File: config.mk
export PLATFORM = sky130hd
export DESIGN_NAME = dcsk_tx_mc
export DESIGN_NICKNAME = d
export VERILOG_FILES = /design/src/rtl/dcsk_tx_mc.sv
export SDC_FILE = /design/constraint.sdc
export NUM_CORES = 1
export LEC_CHECK = 0
export CAP_MARGIN = 20
export CORE_MARGIN = 8
export CORE_UTILIZATION = 57
export DETAILED_ROUTE_END_ITERATION = 7
export GPL_TIMING_DRIVEN = 0
export PLACE_DENSITY = 0.82
export SYNTH_ARGS = -nofsm -noshare
export SYNTH_HDL_FRONTEND = slang
export SYNTH_SLANG_ARGS = --single-unit
File: constraint.sdc
create_clock -name i_clk -period 4 [get_ports i_clk]
set_input_delay 0.8 -clock i_clk [delete_from_list [all_inputs] [get_ports i_clk]]
set_output_delay 0.8 -clock i_clk [all_outputs]
set_load 0.005 [all_outputs]
File: src/rtl/dcsk_tx_mc.sv
// dcsk_tx_mc: serial DCSK / CSK chaos-shift-keying transmitter.
// A Galois LFSR provides the chaotic chip stream. In DCSK mode each message
// bit is sent as SF reference chips followed by SF data chips, where the data
// chips are the stored reference XNOR the bit. In CSK mode each bit is sent as
// SF chips of LFSR output XNOR the bit.
// Ports:
//   i_clk, i_rst             clock, synchronous active-high reset
//   i_seed, i_load_seed      LFSR seed and load strobe (honoured in idle only)
//   i_sf, i_mode, i_msg      spreading factor, mode (0 DCSK, 1 CSK), message
//   i_msg_valid/o_msg_ready  message handshake
//   i_abort                  abort the frame in flight
//   o_tx, o_tx_valid         registered serial chip and its valid
//   o_is_ref                 current chip is a DCSK reference chip
//   o_bit_idx                index of the message bit being sent
//   o_sf_err                 one-cycle pulse after accepting an invalid SF
module dcsk_tx_mc #(
   parameter int unsigned       MSG_W  = 32,
   parameter int unsigned       SF_MAX = 64,
   parameter int unsigned       SEED_W = 16,
   parameter logic [SEED_W-1:0] TAPS   = 16'hB400
) (
   input  logic                         i_clk,
   input  logic                         i_rst,
   input  logic [SEED_W-1:0]            i_seed,
   input  logic                         i_load_seed,
   input  logic [$clog2(SF_MAX+1)-1:0]  i_sf,
   input  logic                         i_mode,
   input  logic [MSG_W-1:0]             i_msg,
   input  logic                         i_msg_valid,
   output logic                         o_msg_ready,
   input  logic                         i_abort,
   output logic                         o_tx,
   output logic                         o_tx_valid,
   output logic                         o_is_ref,
   output logic [$clog2(MSG_W)-1:0]     o_bit_idx,
   output logic                         o_sf_err
);

   localparam int unsigned SF_W  = $clog2(SF_MAX + 1);
   localparam int unsigned CNT_W = $clog2(SF_MAX);
   localparam int unsigned BIT_W = $clog2(MSG_W);

   typedef enum logic [1:0] {S_IDLE, S_REF, S_DATA} state_t;

   state_t              r_state, w_state_nxt;
   logic [SEED_W-1:0]   r_lfsr, w_lfsr_nxt, w_lfsr_adv;
   logic [CNT_W-1:0]    r_chip, w_chip_nxt, w_chip_inc, r_sf_m1;
   logic [BIT_W-1:0]    r_bit, w_bit_nxt, w_bit_inc;
   logic [MSG_W-1:0]    r_msg;
   logic                r_mode;
   logic [SF_MAX-1:0]   r_buf;
   logic                r_tx, r_valid, r_is_ref, r_sf_err;
   logic                w_tx_nxt, w_valid_nxt, w_is_ref_nxt, w_sf_err_nxt;
   logic                w_accept, w_buf_we;
   logic [CNT_W-1:0]    w_buf_addr;
   logic                w_sf_ok, w_last_chip, w_last_bit, w_cur_bit, w_nxt_bit;

   // Helper terms for the next-state logic
   assign w_lfsr_adv  = (r_lfsr >> 1) ^ (r_lfsr[0] ? TAPS : '0);
   assign w_sf_ok     = (i_sf >= SF_W'(2)) && (i_sf <= SF_W'(SF_MAX));
   assign w_chip_inc  = r_chip + CNT_W'(1);
   assign w_bit_inc   = r_bit + BIT_W'(1);
   assign w_last_chip = (r_chip == r_sf_m1);
   assign w_last_bit  = (r_bit == BIT_W'(MSG_W - 1));
   assign w_cur_bit   = r_msg[r_bit];
   assign w_nxt_bit   = r_msg[w_bit_inc];

   // State register
   always_ff @(posedge i_clk) begin
      if (i_rst) r_state <= S_IDLE;
      else       r_state <= w_state_nxt;
   end

   // Next state, next chip and datapath controls; the chip computed here is
   // the one presented on o_tx in the following cycle.
   always_comb begin
      w_state_nxt  = r_state;
      w_lfsr_nxt   = r_lfsr;
      w_chip_nxt   = r_chip;
      w_bit_nxt    = r_bit;
      w_tx_nxt     = 1'b0;
      w_valid_nxt  = 1'b0;
      w_is_ref_nxt = 1'b0;
      w_sf_err_nxt = 1'b0;
      w_accept     = 1'b0;
      w_buf_we     = 1'b0;
      w_buf_addr   = '0;
      case (r_state)
         S_IDLE: begin
            if (i_load_seed) begin
               w_lfsr_nxt = (i_seed == '0) ? SEED_W'(1) : i_seed;
            end else if (i_msg_valid) begin
               if (w_sf_ok) begin
                  w_accept    = 1'b1;
                  w_chip_nxt  = '0;
                  w_bit_nxt   = '0;
                  w_lfsr_nxt  = w_lfsr_adv;
                  w_valid_nxt = 1'b1;
                  if (!i_mode) begin
                     w_state_nxt  = S_REF;
                     w_tx_nxt     = r_lfsr[0];
                     w_is_ref_nxt = 1'b1;
                     w_buf_we     = 1'b1;
                  end else begin
                     w_state_nxt = S_DATA;
                     w_tx_nxt    = r_lfsr[0] ~^ i_msg[0];
                  end
               end else begin
                  w_sf_err_nxt = 1'b1;
               end
            end
         end
         S_REF: begin
            if (i_abort) begin
               w_state_nxt = S_IDLE;
            end else if (!w_last_chip) begin
               w_chip_nxt   = w_chip_inc;
               w_tx_nxt     = r_lfsr[0];
               w_is_ref_nxt = 1'b1;
               w_valid_nxt  = 1'b1;
               w_buf_we     = 1'b1;
               w_buf_addr   = w_chip_inc;
               w_lfsr_nxt   = w_lfsr_adv;
            end else begin
               w_state_nxt = S_DATA;
               w_chip_nxt  = '0;
               w_tx_nxt    = r_buf[0] ~^ w_cur_bit;
               w_valid_nxt = 1'b1;
            end
         end
         S_DATA: begin
            if (i_abort) begin
               w_state_nxt = S_IDLE;
            end else if (!w_last_chip) begin
               w_chip_nxt  = w_chip_inc;
               w_valid_nxt = 1'b1;
               if (r_mode) begin
                  w_tx_nxt   = r_lfsr[0] ~^ w_cur_bit;
                  w_lfsr_nxt = w_lfsr_adv;
               end else begin
                  w_tx_nxt = r_buf[w_chip_inc] ~^ w_cur_bit;
               end
            end else if (!w_last_bit) begin
               w_bit_nxt   = w_bit_inc;
               w_chip_nxt  = '0;
               w_valid_nxt = 1'b1;
               w_lfsr_nxt  = w_lfsr_adv;
               if (r_mode) begin
                  w_tx_nxt = r_lfsr[0] ~^ w_nxt_bit;
               end else begin
                  w_state_nxt  = S_REF;
                  w_tx_nxt     = r_lfsr[0];
                  w_is_ref_nxt = 1'b1;
                  w_buf_we     = 1'b1;
               end
            end else begin
               w_state_nxt = S_IDLE;
            end
         end
         default: w_state_nxt = S_IDLE;
      endcase
   end

   // Datapath and output registers
   always_ff @(posedge i_clk) begin
      if (i_rst) begin
         r_lfsr   <= SEED_W'(1);
         r_chip   <= '0;
         r_bit    <= '0;
         r_sf_m1  <= '0;
         r_msg    <= '0;
         r_mode   <= 1'b0;
         r_tx     <= 1'b0;
         r_valid  <= 1'b0;
         r_is_ref <= 1'b0;
         r_sf_err <= 1'b0;
      end else begin
         r_lfsr   <= w_lfsr_nxt;
         r_chip   <= w_chip_nxt;
         r_bit    <= w_bit_nxt;
         r_tx     <= w_tx_nxt;
         r_valid  <= w_valid_nxt;
         r_is_ref <= w_is_ref_nxt;
         r_sf_err <= w_sf_err_nxt;
         if (w_accept) begin
            r_sf_m1 <= CNT_W'(i_sf - SF_W'(1));
            r_msg   <= i_msg;
            r_mode  <= i_mode;
         end
      end
   end

   // Reference chip buffer; contents are only read after being written
   always_ff @(posedge i_clk) begin
      if (w_buf_we) r_buf[w_buf_addr] <= r_lfsr[0];
   end

   assign o_msg_ready = (r_state == S_IDLE) && !i_load_seed;
   assign o_tx        = r_tx;
   assign o_tx_valid  = r_valid;
   assign o_is_ref    = r_is_ref;
   assign o_bit_idx   = r_bit;
   assign o_sf_err    = r_sf_err;

endmodule

==> reports/metrics.yaml, run 1 <==
run_status:
  status: "finished clean"
synth:
  syn-num-nets: 755
  synth_edf_count: 64
  yosys_warnings: 0
  netlist.area_leader.share_pct: 27.63
  synth_ff_type: "dfxtp_1"
  syn_inst: 685
  synth.distinct_cells: 56
  async_flop_share_pct: 0
  ys_seq_area_share_pct: 48.35
  syn_avg_cell_area_um2: 10.16
  yosys-top-cells-area: "edfxtp_1 (28%), dfxtp_1 (21%), mux4_2 (7.4%)"
  syn_area_um2: 6957
  synth_area_leader_cell: "edfxtp_1"
  ys_ff_latch: 136
clock_tree:
  clockBufferDepth: 2
  clk_latency_ns: 0.43
  cts_tree: "yes"
  path_clk_slew_ns: 0.06
  tritoncts.num_buffers: 17
  clock-root-buffer: "clkbuf_16"
  clock_sinks: 136
  htreeDepth: 4
  ctsHoldBuffers: 0
  post_cts_buffers: 0
  cts_resized: 0
floorplan:
  ioPinCount: 71
  core.rowCount: 40
  die_h_um: 126.5
  core_um2: 11960
  initial_core_util_pct: 58.16
  die_w_um: 126.5
  die_area_um2: 16000
layout:
  syn2layout_area_growth_pct: 21.62
  layout_common_cells: "nor2_1 (116), nand2_1 (92), dfxtp_1 (71), clkdlybuf4s50_1 (69), edfxtp_1 (64)"
  fill_cells: 883
  final_nets: 843
  diodes: 0
  drive_gt1_share_pct: 10.94
  final_common_cell: "nor2_1"
placed_design:
  io_buffers: 69
  place_worst_setup_slack_ns: 0.1376
  dp_hpwl_um: 12410
  place.gp.congestion: 0.8976
drt:
  first_pass_iters: 6
  drc: 0
  avgViaCountPerCell: 5.945
  drt-wirelength-per-cell_um: 18.98
  wl_um: 17710
  vias: 5547
  antenna_left: 0
  drt_iter0_markers: 578
pwr:
  switching_share_pct: 27.79
  p_comb_share_pct: 17.6
  clock_power_share_pct: 39.8
  leakagePower_nw: 2.789
  p_int_mw: 2.977
  finalPower_mw: 4.123
  p_switching_mw: 1.146
  pwr-share-seq_pct: 42.6
  vdd_drop_max_v: 0.0004591
  power_density_nw_per_um2: 487.3
run:
  maxCapViolations: 0
worst_setup_path:
  cp_top_family: "simple AND/OR/NAND/NOR gates"
  endpoint_kind: "flop"
  crit_type: "reg2reg"
  arrival_ns: 3.76
  path_max_fanout: 10
  cp-start-kind: "flop"
  cp_cell_sequence: "clkbuf_1 > clkbuf_1 > and3_1 > ha_1 > or3b_2 > nor3_1 > a221oi_2 > or2_4 > nor2_4 > nand4_4 > nor2_1"
  critPathMostFrequentCell: "clkbuf_1"
  path_buf_inv: 2
  critPathMaxStageDelay_ns: 0.49
  worstPathRequired_ns: 4.13
  critical-path-slowest-cell: "or3b_2"
global_routing:
  use_met3_pct: 6.075
  grt.busiest_layer: "met2"
  antenna_found_initial: 0
  grt_pass1_wl_um: 29010
  gr-total-overflow: 0
  grt_max_degree: 66
  use_met2_pct: 39.40
  grt_usage_pct: 22.99
  grt_pass1_vias: 5784
  met1_usage_pct: 26.38
timing:
  grt_setup_unrepaired: "false"
  fin_skew_ns: 0.005592
  hold_viol: 0
  slew_violations: 0
  final.period_utilization_pct: 90.72
  tightest_slew_ns: 1.002
  setup_viol: 0
  fin_crit_ns: 3.629
  setup_slack_ns: 0.3714
  slew_headroom_pct: 33.21
  max_clock_freq_mhz: 275.6
  fin_setup_tns_ns: 0
hold_path:
  hold_class: "reg2reg"
[power groups by stage]
stage	Clock (mW)	Combinational [mW]	Sequential, mW
floorplan	0	0.503	1.74
global placement	0	0.683	1.77
detailed placement	0	0.708	1.78
CTS	1.65	0.719	1.76
global route	1.71	0.799	1.77
finish	1.64	0.726	1.76
[worst min-delay path: stages, from the launching register on]
cell and delay (ns):
dfxtp_1 0.32, nand2_1 0.06, a21oi_1 0.05
[metrics by stage]
step	hold WS [ns]	instance area, µm²	instances	utilization (%)
floorplan	0.4430	6957	685	-
global placement	0.4562	7831	901	65.47
detailed placement	0.4677	7833	901	65.48
CTS	0.4744	8461	933	70.73
global route	0.4967	8461	933	70.73
finish	0.4736	8461	933	70.73
[synth_stat cells, types with 4 or more instances]
cell	instances
ha_1	9
mux4_2	23
nand4_4	4
mux2i_1	44
a21oi_1	55
nand3_1	12
o21ai_0	11
inv_1	10
xnor2_1	15
nand4_1	8
nor2b_1	8
clkbuf_1	28
buf_2	11
a2111oi_0	4
nor2_1	116
dfxtp_1	72
o211ai_1	4
nand3b_1	4
xor2_1	10
nor3_1	8
a211oi_1	19
edfxtp_1	64
nand2_1	92
[path summary, 6_finish.rpt]
kind                startpoint   endpoint  slack, ns  cells past startpoint
hold / removal       r_msg[28]  r_msg[28]       0.47                      2
hold reg to reg      r_msg[28]  r_msg[28]       0.47                      2
setup / recovery  o_bit_idx[3]  r_buf[19]       0.37                     11
setup reg to reg  o_bit_idx[3]  r_buf[19]       0.37                     11
[cells by family after synthesis]
group           count (synthesis)  synth area share (%)
simple gates                  281                 19.46
flops                         136                 48.35
compound gates                114                 10.43
mux                            67                 13.78
buf+inv                        53                 3.219
xor+xnor                       25                 3.147
fa+ha+maj                       9                 1.619
[flip-flops by register name, summed over array words and instances, names as in the netlist, 2 cells and up]
signal / count
r_lfsr: 16
r_sf_m1: 6
r_buf: 64
r_msg: 32
r_chip: 6
r_state: 2
o_bit_idx: 5
[cell type report]
cell class | instances | area (µm²) | share of cell area, %
clock buffer | 23 | 519.2 | 6.137
inverter | 10 | 37.54 | 0.4437
timing repair buffer | 69 | 690.7 | 8.163
buffer | 43 | 186.4 | 2.203
multi-input combinational | 496 | 3369 | 39.83
sequential | 136 | 3364 | 39.77
clock inverter | 9 | 108.9 | 1.287
tap | 147 | 183.9 | 2.174
[per-layer routing]
layer,wire length (µm),part of all wire [%]
met4,427,2.4
met3,1107,6.3
met5,0,0
met2,8866,50
met1,7310,41
Note: power is estimated with default switching activity, not from simulation.
==> run 2: changes to the inputs <==
--- a/config.mk
+++ b/config.mk
@@ -8,6 +8,7 @@
 export CAP_MARGIN = 20
 export CORE_MARGIN = 8
 export CORE_UTILIZATION = 57
+export CTS_CLUSTER_SIZE = 30
 export DETAILED_ROUTE_END_ITERATION = 7
 export GPL_TIMING_DRIVEN = 0
 export PLACE_DENSITY = 0.82
==> results of run 2 <==
Final layout, timing and power as in run 1 (identical DEF).
==> run 3: changes to the inputs <==
--- a/config.mk
+++ b/config.mk
@@ -7,11 +7,12 @@
 export LEC_CHECK = 0
 export CAP_MARGIN = 20
 export CORE_MARGIN = 8
-export CORE_UTILIZATION = 57
-export CTS_CLUSTER_SIZE = 30
+export CORE_UTILIZATION = 58
+export CTS_BUF_LIST = sky130_fd_sc_hd__clkbuf_2
+export CTS_CLUSTER_SIZE = 24
 export DETAILED_ROUTE_END_ITERATION = 7
 export GPL_TIMING_DRIVEN = 0
-export PLACE_DENSITY = 0.82
+export PLACE_DENSITY = 0.83
 export SYNTH_ARGS = -nofsm -noshare
 export SYNTH_HDL_FRONTEND = slang
 export SYNTH_SLANG_ARGS = --single-unit
==> run 3 against run 2 <==
- register-to-register slack lost 0.08 ns
- flip-flop and latch count unchanged
- final area down 4.7%
- clock-buffer cell count fell by 3
- via count barely moved
- wire length shrank 2.8%
- sequential share of layout area up 2.0 points
- critical endpoint is now r_buf[43]
- largest cell class unchanged
==> reports/metrics.yaml, run 3 (synthesis gave the netlist of run 1 again) <==
worst_setup_path:
  worstPathRequired_ns: 4.44  # +0.31 ns
  r2r-end: "r_buf[43]"
  cp_top_family: "simple AND/OR/NAND/NOR gates"
  r2r-start: "o_bit_idx[3]"
  critical-path-slowest-cell: "or3b_2"
  rrSetupSlack_ns: 0.29  # -0.08 ns
  path_max_fanout: 10  # unchanged
  crit_type: "reg2reg"
  cp-start-kind: "flop"
  critPathMaxStageDelay_ns: 0.50  # about the same
  endpoint_kind: "flop"
  arrival_ns: 4.15  # +0.39 ns
  cp_cell_sequence: "clkbuf_1 > clkbuf_1 > and3_1 > ha_1 > or3b_2 > nor3_1 > a221oi_2 > or2_4 > nor2_4 > nand4_4 > nor2_1"
  r2r_cells: 11  # unchanged
  critPathMostFrequentCell: "clkbuf_1"
  path_buf_inv: 2  # unchanged
global_routing:
  grt_pass1_wl_um: 27710  # -4.5%
  grt_usage_pct: 22.35  # -0.64 points
  gr-total-overflow: 0  # unchanged
  grt_pass1_vias: 5601  # -3.2%
  grt_max_degree: 66  # unchanged
  antenna_found_initial: 0  # unchanged
drt:
  drc: 0  # unchanged
  vias: 5546  # -0.018%
  first_pass_iters: 5  # -1
  avgViaCountPerCell: 5.944  # about the same
  wl_um: 17220  # -2.8%
  drt_iter0_markers: 469  # -19%
  drt-wirelength-per-cell_um: 18.45  # -2.8%
  antenna_left: 0  # unchanged
timing:
  max_clock_freq_mhz: 269.6  # -2.2%
  fin_setup_tns_ns: 0  # unchanged
  final.period_utilization_pct: 92.73  # +2.0 points
  grt_setup_unrepaired: "false"
  hold_viol: 0  # unchanged
  fin_skew_ns: 0.03572  # +0.03013 ns
  slew_headroom_pct: 32.86  # -0.35 points
  tightest_slew_ns: 1.007  # +0.005318 ns
  fin_crit_ns: 3.709  # +0.08047 ns
  whs_ns: 0.4812  # +0.007525 ns
  slew_violations: 0  # unchanged
  setup_viol: 0  # unchanged
clock_tree:
  path_clk_slew_ns: 0.21  # +0.15 ns
  clock_sinks: 136  # unchanged
  clk_latency_ns: 0.72  # +0.29 ns
  ctsHoldBuffers: 0  # unchanged
  clockBufferDepth: 2  # unchanged
  tritoncts.num_buffers: 17  # unchanged
  cts_tree: "yes"
  clock-root-buffer: "clkbuf_2"
  htreeDepth: 4  # unchanged
  cts_resized: 0  # unchanged
  post_cts_buffers: 0  # unchanged
hold_path:
  worstHoldEndpoint: "r_msg[28]"
  hold_class: "reg2reg"
  min_path_cells: 2  # unchanged
  hold_start: "r_msg[28]"
run:
  maxCapViolations: 0  # unchanged
layout:
  diodes: 0  # unchanged
  fin_util_pct: 67.97  # -2.8 points
  final_common_cell: "nor2_1"
  instances_no_fill: 933  # unchanged
  drive_gt1_share_pct: 11.07  # +0.13 points
  reg_top3: "r_buf: 64 flops, r_msg: 32 flops, r_lfsr: 16 flops"
  final_nets: 843  # unchanged
  regMostFlops: "r_buf"
  layout_common_cells: "nor2_1 (116), nand2_1 (92), dfxtp_1 (71), clkdlybuf4s50_1 (69), edfxtp_1 (64)"
  largest_reg_flops: 64  # unchanged
  syn2layout_area_growth_pct: 15.90
placed_design:
  dp_cells: 901  # unchanged
  dp_hpwl_um: 12370  # -0.33%
  io_buffers: 69  # unchanged
  place.gp.congestion: 0.8728  # -2.8%
floorplan:
  die_area_um2: 15760  # -1.5%
  die_w_um: 125.5  # -0.76%
  core.rowCount: 40  # unchanged
  initial_core_util_pct: 58.65  # +0.49 points
  die_h_um: 125.5  # -0.76%
  ioPinCount: 71  # unchanged
  core_um2: 11860  # -0.84%
run_status:
  status: "finished clean"
pwr:
  power_density_nw_per_um2: 406.2  # -17%
  vdd_drop_max_v: 0.0002675  # -42%
  leakagePower_nw: 2.629  # -5.7%
## run 3: changes by cell type in the layout (fill, tap and decap cells not counted), moves of 2 or more
| cell | previous run | this run |
|---|---|---|
| clkbuf_16 | 18 | 0 |
| clkbuf_2 | 0 | 20 |
| clkbuf_8 | 5 | 0 |
| clkinv_4 | 0 | 4 |
| inv_2 | 0 | 2 |
| inv_6 | 2 | 0 |
## run 3: layout make-up
type                    count  area [µm²]
flip-flops and latches    136        3364
clock inverters            12       130.1
repair buffers             69       690.7
inverters                  10       37.54
multi-input cells         496        3369
fillers                   909        3799
well taps                 147       183.9
clock buffers              20       100.1
plain buffers              43       186.4
## run 3: per-stage QoR
step / cell area, µm² / power (mW) / worst slack (ns)
after floorplan: 6957 / 2.243 / 0.9059
after global placement: 7831 / 2.455 / 0.2075
after detailed placement: 7833 / 2.489 / 0.1008
after CTS: 8063 / 3.278 / 0.3535
after global routing: 8063 / 3.435 / 0.1350
final: 8063 / 3.275 / 0.2909
## run 3: how the worst max path moves through the flow
stage / start / endpoint / slack [ns] / cells after the start
4_1_cts: o_bit_idx[2] / r_buf[19] / 0.35 / 11
5_1_grt: o_bit_idx[3] / r_buf[27] / 0.13 / 11
3_3_place_gp: i_sf[1] / r_buf[11] / 0.21 / 10
2_1_floorplan: i_sf[1] / r_buf[3] / 0.91 / 9
6_report: o_bit_idx[3] / r_buf[43] / 0.29 / 11
3_5_place_dp: i_sf[1] / r_buf[19] / 0.10 / 10
## run 3: tightest hold or removal path: stages (launching register included)
cell	delay, ns
dfxtp_1	0.36
nand2_1	0.05
a21oi_1	0.05
## run 3: report_power, final
group          total (mW)  switching, mW  leakage [nW]  internal [mW]
clock network       0.803          0.510         0.141          0.293
registers            1.76          0.126          1.15           1.63
logic               0.715          0.408          1.34          0.307
total                3.27           1.04          2.63           2.23
## run 3: metal layers
metal  GRT usage, %  wire length, µm
met1          25.63             7119
met2          37.92             8575
met3          6.417             1151
met4          10.17              371
met5              0                0
